==> config.mk <==
export PLATFORM = sky130hd
export DESIGN_NAME = pid_incremental
export DESIGN_NICKNAME = d
export VERILOG_FILES = /design/src/rtl/pid_incremental.sv
export SDC_FILE = /design/constraint.sdc
export NUM_CORES = 1
export LEC_CHECK = 0
export ABC_AREA = 1
export CAP_MARGIN = 10
export CORE_MARGIN = 4
export CORE_UTILIZATION = 35
export CTS_CLUSTER_DIAMETER = 150
export DETAILED_ROUTE_END_ITERATION = 7
export GPL_TIMING_DRIVEN = 0
export PLACE_DENSITY_LB_ADDON = 0.12
export SLEW_MARGIN = 20
export SYNTH_ARGS = -nofsm -noshare
export SYNTH_HDL_FRONTEND = slang
export SYNTH_SLANG_ARGS = --single-unit
==> constraint.sdc <==
create_clock -name clk -period 5.84 [get_ports clk]
set_input_delay 1.168 -clock clk [delete_from_list [all_inputs] [get_ports clk]]
set_output_delay 1.168 -clock clk [all_outputs]
set_load 0.02 [all_outputs]
==> src/rtl/pid_incremental.sv <==
// rtl/pid_incremental.sv - velocity-form PID controller with one time-shared multiplier
module pid_incremental #(
  parameter int DATA_W = 8,
  parameter int GAIN_W = 8,
  parameter int FRAC   = 4,
  parameter int ACC_W  = 24
) (
  input  logic                     clk,
  input  logic                     rst,
  input  logic                     clr,
  input  logic                     load_gains,
  input  logic signed [GAIN_W-1:0] kp,
  input  logic signed [GAIN_W-1:0] ki,
  input  logic signed [GAIN_W-1:0] kd,
  input  logic signed [DATA_W-1:0] e_in,
  input  logic                     e_valid,
  output logic                     e_ready,
  output logic signed [DATA_W-1:0] u,
  output logic                     u_valid,
  output logic                     sat
);

  localparam int CW = GAIN_W + 2;
  localparam logic signed [ACC_W-1:0] U_MAX = ACC_W'((2 ** (DATA_W - 1)) - 1);
  localparam logic signed [ACC_W-1:0] U_MIN = ~U_MAX;

  typedef enum logic [2:0] {IDLE, M0, M1, M2, UPD} state_t;

  state_t state, state_next;

  logic signed [CW-1:0]     a0, a1, a2;
  logic signed [CW-1:0]     a0_n, a1_n, a2_n;
  logic signed [DATA_W-1:0] e0, e1, e2, u_prev;
  logic signed [ACC_W-1:0]  acc;
  logic signed [CW-1:0]     coef_sel;
  logic signed [DATA_W-1:0] data_sel;
  logic signed [ACC_W-1:0]  prod;
  logic signed [ACC_W-1:0]  v;
  logic signed [DATA_W-1:0] u_clamp;
  logic                     sat_n;
  logic                     accept;
  logic                     load_ok;

  assign e_ready = (state == IDLE);
  assign accept  = e_valid && e_ready && !clr;
  assign load_ok = load_gains && e_ready && !clr;

  assign a0_n = CW'(kp) + CW'(ki) + CW'(kd);
  assign a1_n = -(CW'(kp) + (CW'(kd) <<< 1));
  assign a2_n = CW'(kd);

  always_comb begin
    state_next = state;
    if (clr) begin
      state_next = IDLE;
    end else begin
      case (state)
        IDLE:    if (accept) state_next = M0;
        M0:      state_next = M1;
        M1:      state_next = M2;
        M2:      state_next = UPD;
        UPD:     state_next = IDLE;
        default: state_next = IDLE;
      endcase
    end
  end

  always_ff @(posedge clk or posedge rst) begin
    if (rst) state <= IDLE;
    else     state <= state_next;
  end

  // The single multiplier walks the three taps, one per compute state.
  always_comb begin
    coef_sel = '0;
    data_sel = '0;
    case (state)
      M0:      begin coef_sel = a0; data_sel = e0; end
      M1:      begin coef_sel = a1; data_sel = e1; end
      M2:      begin coef_sel = a2; data_sel = e2; end
      default: begin coef_sel = '0; data_sel = '0; end
    endcase
  end

  assign prod = ACC_W'(coef_sel) * ACC_W'(data_sel);
  assign v    = ACC_W'(u_prev) + (acc >>> FRAC);

  always_comb begin
    u_clamp = v[DATA_W-1:0];
    sat_n   = 1'b0;
    if (v > U_MAX) begin
      u_clamp = U_MAX[DATA_W-1:0];
      sat_n   = 1'b1;
    end else if (v < U_MIN) begin
      u_clamp = U_MIN[DATA_W-1:0];
      sat_n   = 1'b1;
    end
  end

  always_ff @(posedge clk or posedge rst) begin
    if (rst) begin
      a0      <= '0;
      a1      <= '0;
      a2      <= '0;
      e0      <= '0;
      e1      <= '0;
      e2      <= '0;
      u_prev  <= '0;
      acc     <= '0;
      u       <= '0;
      sat     <= 1'b0;
      u_valid <= 1'b0;
    end else if (clr) begin
      e0      <= '0;
      e1      <= '0;
      e2      <= '0;
      u_prev  <= '0;
      acc     <= '0;
      u       <= '0;
      sat     <= 1'b0;
      u_valid <= 1'b0;
    end else begin
      u_valid <= 1'b0;
      if (load_ok) begin
        a0 <= a0_n;
        a1 <= a1_n;
        a2 <= a2_n;
      end
      case (state)
        IDLE: begin
          if (accept) begin
            e0  <= e_in;
            acc <= '0;
          end
        end
        M0, M1, M2: acc <= acc + prod;
        UPD: begin
          // Feeding back the clamped value keeps the integrator from winding up.
          u       <= u_clamp;
          u_prev  <= u_clamp;
          sat     <= sat_n;
          e2      <= e1;
          e1      <= e0;
          u_valid <= 1'b1;
        end
        default: ;
      endcase
    end
  end

endmodule

# --- Yosys cells after proc, flatten, opt, wreduce, memory -nomap -nowiden ---
# Index checks and enable logic that the tools add are counted.
totals:
  reg_bits: 89
  latchBits: 0
  ramBits: 0
  mem_bits_ro: 0
  output_inout_bits: 11
  wordCells: 65
  mem_count: 0
op_classes:
  add_sub_neg: 6
  multipliers: 1
  n_div: 0
  order_cmp: 2
  n_eq_ne: 5
  n_shift: 0
  muxes: 25
  bitwise: 1
  reduce_logical: 14
op_table:
  columns: ["op", "count"]
  rows:
  - ["$mux W8", 11]
  - ["$mux W24", 2]
  - ["$pmux W24 S2", 1]
  - ["$pmux W10 S3", 1]
  - ["$add A24 B18 Y24", 1]
  - ["$pmux W8 S3", 1]
  - ["$add A8 B20 Y21", 1]
  - ["$gt A21 B8 Y1 const B", 1]
  - ["$lt A21 B8 Y1 const B", 1]
  - ["$mul A10 B8 Y18", 1]
  - ["$pmux W3 S4", 1]
  - ["$add A8 B9 Y10", 1]
  - ["$add A9 B8 Y10", 1]
  - ["$neg A10 Y10", 1]
  - ["$add A8 B8 Y9", 1]
  - ["$eq A3 B2 Y1 const B", 2]
  - ["$mux W1", 6]
  - ["$mux W3", 2]
  - ["$reduce_and A2 Y1", 3]
  - ["$reduce_bool A2 Y1", 3]
  - ["$logic_and A1 B1 Y1", 4]
  - ["$eq A3 B1 Y1 const B", 1]
  - ["$eq A3 B3 Y1 const B", 1]
  - ["$logic_not A3 Y1", 1]
  - ["5 further kinds", 5]

# --- Logic depth before layout (Yosys ltp) ---
depth:
  word_depth: 6
  mapped_depth: 29
  ltp_nobuf: 29

# --- Least setup slack after synthesis ---
# Ideal clock, no wire load.
synth_timing:
  path_type: "reg-to-reg"
  from: "register state[2]"
  to: "register acc[20]"
  setup_time_ps: 122
  t_arrival_ps: 5791
  path_slack_ps: -74
  path_stages_with_launch: 27
  n_path_buf: 2
  path_cell_list: "dfrtp_1 -> buf_2 -> nor3_4 -> inv_1 -> buf_4 -> o22ai_1 -> a21oi_1 -> or2_2 -> fa_1 -> fa_1 -> inv_1 -> fa_1 -> fa_1 -> inv_1 -> fa_1 -> inv_1 -> ha_1 -> a21oi_1 -> a21oi_1 -> nor2_1 -> o21ai_1 -> a21boi_0 -> o21ai_1 -> nand2_1 -> nand3_1 -> nand2_1 -> o21ai_1"
synth_via:
  elab_chain_cells: 6
  word_cells_on_any_way: 16
synth_lines:
  columns: ["item", "line_no", "text"]
  rows:
  - ["start: declaration", "29", "state_t state, state_next;"]
  - ["start signal: assignment", "70", "else state <= state_next;"]
  - ["$eq A3 B2 Y1 / $eq A3 B1 Y1 (equally long branches)", "77, 129", null]
  - ["$pmux W10 S3 / $pmux W8 S3 (equally long branches)", "77", "case (state)"]
  - ["$mul A10 B8 Y18", "85", "assign prod = ACC_W'(coef_sel) * ACC_W'(data_sel);"]
  - ["$add A24 B18 Y24", "136", "M0, M1, M2: acc <= acc + prod;"]
  - ["$pmux W24 S2", "129", "case (state)"]
  - ["$mux W24", "113", "end else if (clr) begin"]
  - ["end signal: assignment", "136", null]
  - ["end: declaration", "34", "logic signed [ACC_W-1:0] acc;"]
# Several ways; a longest one is shown, not always the timed one.
# A chain may end at the register's enable or synchronous reset.

# --- Worst setup path in the final report ---
# Ends and elaborated chain as after synthesis.

==> results.yml <==
status:
  outcome: "finished, final reports clean"
synth:
  ys_ff_latch: 89
  seq_area_frac_synth_pct: 21.4
  synthesis.area_um2: 10400
  synthTopCellsByArea: "fa_1 (23%), dfrtp_1 (21%), nand2_1 (13%)"
  synth_edf_count: 0
  syn_area_per_cell_um2: 7.88
  netlist_top_cells_count: "nand2_1 (362), inv_1 (277), fa_1 (122)"
  async_flop_share_pct: 100
  synthCells: 1320
  yosysUniqueCellTypes: 43
  synth_area_leader_cell: "fa_1"
  syn_nets: 1576
  synth_ff_type: "dfrtp_1"
  synth_top_area_share_pct: 23.5
  synth_most_common_cell: "nand2_1"
  yosysWarningCount: 0
placement:
  dp_hpwl_mm: 21.1
  place_ws_ns: -1.04
  dp_cells: 1751
  gp_congestion: 0.834
  io_buffers: 46
  dpl-instance-area_um2: 11400
timing:
  fin_ws_ns: 0.247
  slew_headroom_pct: 35.5
  fin_crit_sh_pct: 95.8
  hold_ws_ns: 0.485
  final_hold_viol_count: 0
  skew_ns: 0.0204
  tightest_slew_ns: 0.968
  rsz0062_at_grt: "yes"
  min_period_ns: 5.59
  final.setup.tns_ns: 0
  final_max_slew_viol_count: 0
  finalSetupViolCount: 0
  fmax_ghz: 0.179
worst_setup_path:
  path_class: "register to register"
  critPathLaunchType: "register"
  cp_max_fo: 10
  arrival_ns: 5.88
  worstPathRequired_ns: 6.12
  endpoint_kind: "register"
drt:
  routed-via-count: 8600
  drc: 0
  drt-initial-drc-count: 430
  postRouteAntennaNets: 0
  drtPass1Iterations: 5
  wl_per_cell_um: 14.5
  routed_wl_mm: 26.5
  vias_per_cell: 4.70
run:
  maxCapViolations: 0
clocking:
  cts_tree: "built"
  cts_sinks: 89
  clk_root_buffer_cell: "clkbuf_16"
  clk_latency_ns: 0.37
  clk_pin_slew_ns: 0.08
  cts_hold_buf: 0
  clock_path_buffers: 2
  numCtsBuffers: 9
  h-tree-depth: 3
global_routing:
  grt_start_max_net_pins: 59
  antenna_found_initial: 0
  grt_pass1_vias: 8961
  grt_use_total_pct: 17.0
  gr-total-overflow: 0
  grt_first_pass_wirelength_mm: 45.6
pwr:
  power.density_nw_per_um2: 148
  p_leak_nw: 6.95
  ir_worst_vdd_mv: 0.133
cells_and_area:
  stdcell_count: 1831
  syn_to_final_growth_pct: 23.0
  final_cell_area_um2: 12800
  nNetsFinal: 1698
  drive_gt1_share_pct: 13.1
  diodes: 0
die:
  io_pins: 48
  rows: 62
  die_y_um: 180
  start_util_pct: 35.8
  core_area_um2: 29000
  dieArea_um2: 32500
  die_x_um: 180
hold_path:
  hold_path.class: "register to register"
[critical path, stage by stage, from the launching register on]
cell,delay [ns]
dfrtp_1,0.38
buf_6,0.14
nor3_4,0.29
inv_4,0.09
buf_12,0.16
o221ai_4,0.18
buf_12,0.16
nand2_1,0.08
clkinvlp_4,0.11
buf_4,0.12
buf_4,0.13
fa_1,0.44
fa_1,0.54
fa_1,0.44
fa_1,0.60
ha_4,0.22
ha_4,0.29
nand2_1,0.07
nor2_1,0.12
inv_1,0.08
o21ai_2,0.21
a21boi_2,0.10
o21ai_2,0.17
nand2_1,0.10
nand3_1,0.08
nand2_1,0.06
o21ai_2,0.13
[cell families after synthesis]
kind of cell / synth area share, %
AO/OA/AOI/OAI: 10.5
XOR/XNOR: 2.19
adder cells (fa/ha/maj): 35.2
buffers and inverters: 10.8
flip-flops: 21.4
AND/OR/NAND/NOR: 19.9
[through the flow]
stage / utilization (%) / power (mW)
6_report: 44.1 / 1.90
5_1_grt: 44.1 / 2.02
4_1_cts: 42.1 / 1.88
2_1_floorplan: - / 1.06
3_3_place_gp: 39.1 / 1.21
3_5_place_dp: 39.2 / 1.22
[worst paths after layout]
| check | startpoint | end | slack, ns | cells after the start |
|---|---|---|---|---|
| setup / recovery | state[2] | acc[20] | 0.25 | 26 |
| hold / removal | a1[9] | a1[9] | 0.48 | 2 |
| setup reg to reg | state[2] | acc[20] | 0.25 | 26 |
| hold reg to reg | a1[9] | a1[9] | 0.48 | 2 |
| max in group asynchronous | rst | state[1] | 4.08 | 3 |
| min in group asynchronous | rst | acc[3] | 1.14 | 2 |
[power breakdown]
| group | leakage, nW | internal (mW) | switching, mW |
|---|---|---|---|
| Combinational | 5.61 | 0.217 | 0.335 |
| Clock | 0.150 | 0.306 | 0.314 |
| Sequential | 1.19 | 0.684 | 0.0391 |
[cell type report]
type                       instances  area (µm²)
inverter                         280        1080
fill                            2935       16200
clock inverter                     7        81.3
timing repair buffer             111        1050
clock buffer                       9         225
sequential                        89        2230
tap                              384         480
buffer                            16         108
multi-input combinational        935        7540
[per-layer routing]
metal | global-route usage [%] | vias up | wire, µm
li1 | - | 4355 | -
met5 | 0 | - | 0
met1 | 22.9 | 4132 | 12700
met3 | 2.16 | 23 | 642
met4 | 3.45 | 0 | 335
met2 | 29.5 | 90 | 12800
[what timing repair did]
action,4_1_cts,5_1_grt
setup endpoints to repair,16,13
cloned,1,1
pin swaps,20,40
setup buffers,37,26
gates resized for setup,49,73
[placed cells by master, fill, tap and decap left out, types with 4 or more instances in the layout]
cell type        instances
a21oi_1                 46
a21oi_2                 13
buf_12                   6
buf_4                   57
buf_6                    4
clkbuf_1                11
clkbuf_16               10
clkdlybuf4s50_1         46
dfrtp_1                 88
fa_1                   119
ha_1                    79
ha_4                    15
inv_1                  258
inv_2                   10
inv_4                    5
nand2_1                356
nand2_2                  7
nand3_1                 48
nand3_2                  7
nand4_1                  4
nor2_1                  57
nor2_2                   6
nor3_1                   5
o21ai_0                 79
o221ai_4                 9
o22ai_1                 13
xnor2_1                  7
xor2_1                  19
[state kept, by name, summed over array words and instances (netlist names)]
signal / flops
a0: 10
acc: 24
u_prev: 8
e0: 8
u_valid: 1
a2: 8
e2: 8
e1: 8
state: 3
a1: 10
sat: 1
(Power assumes the default switching activity.)
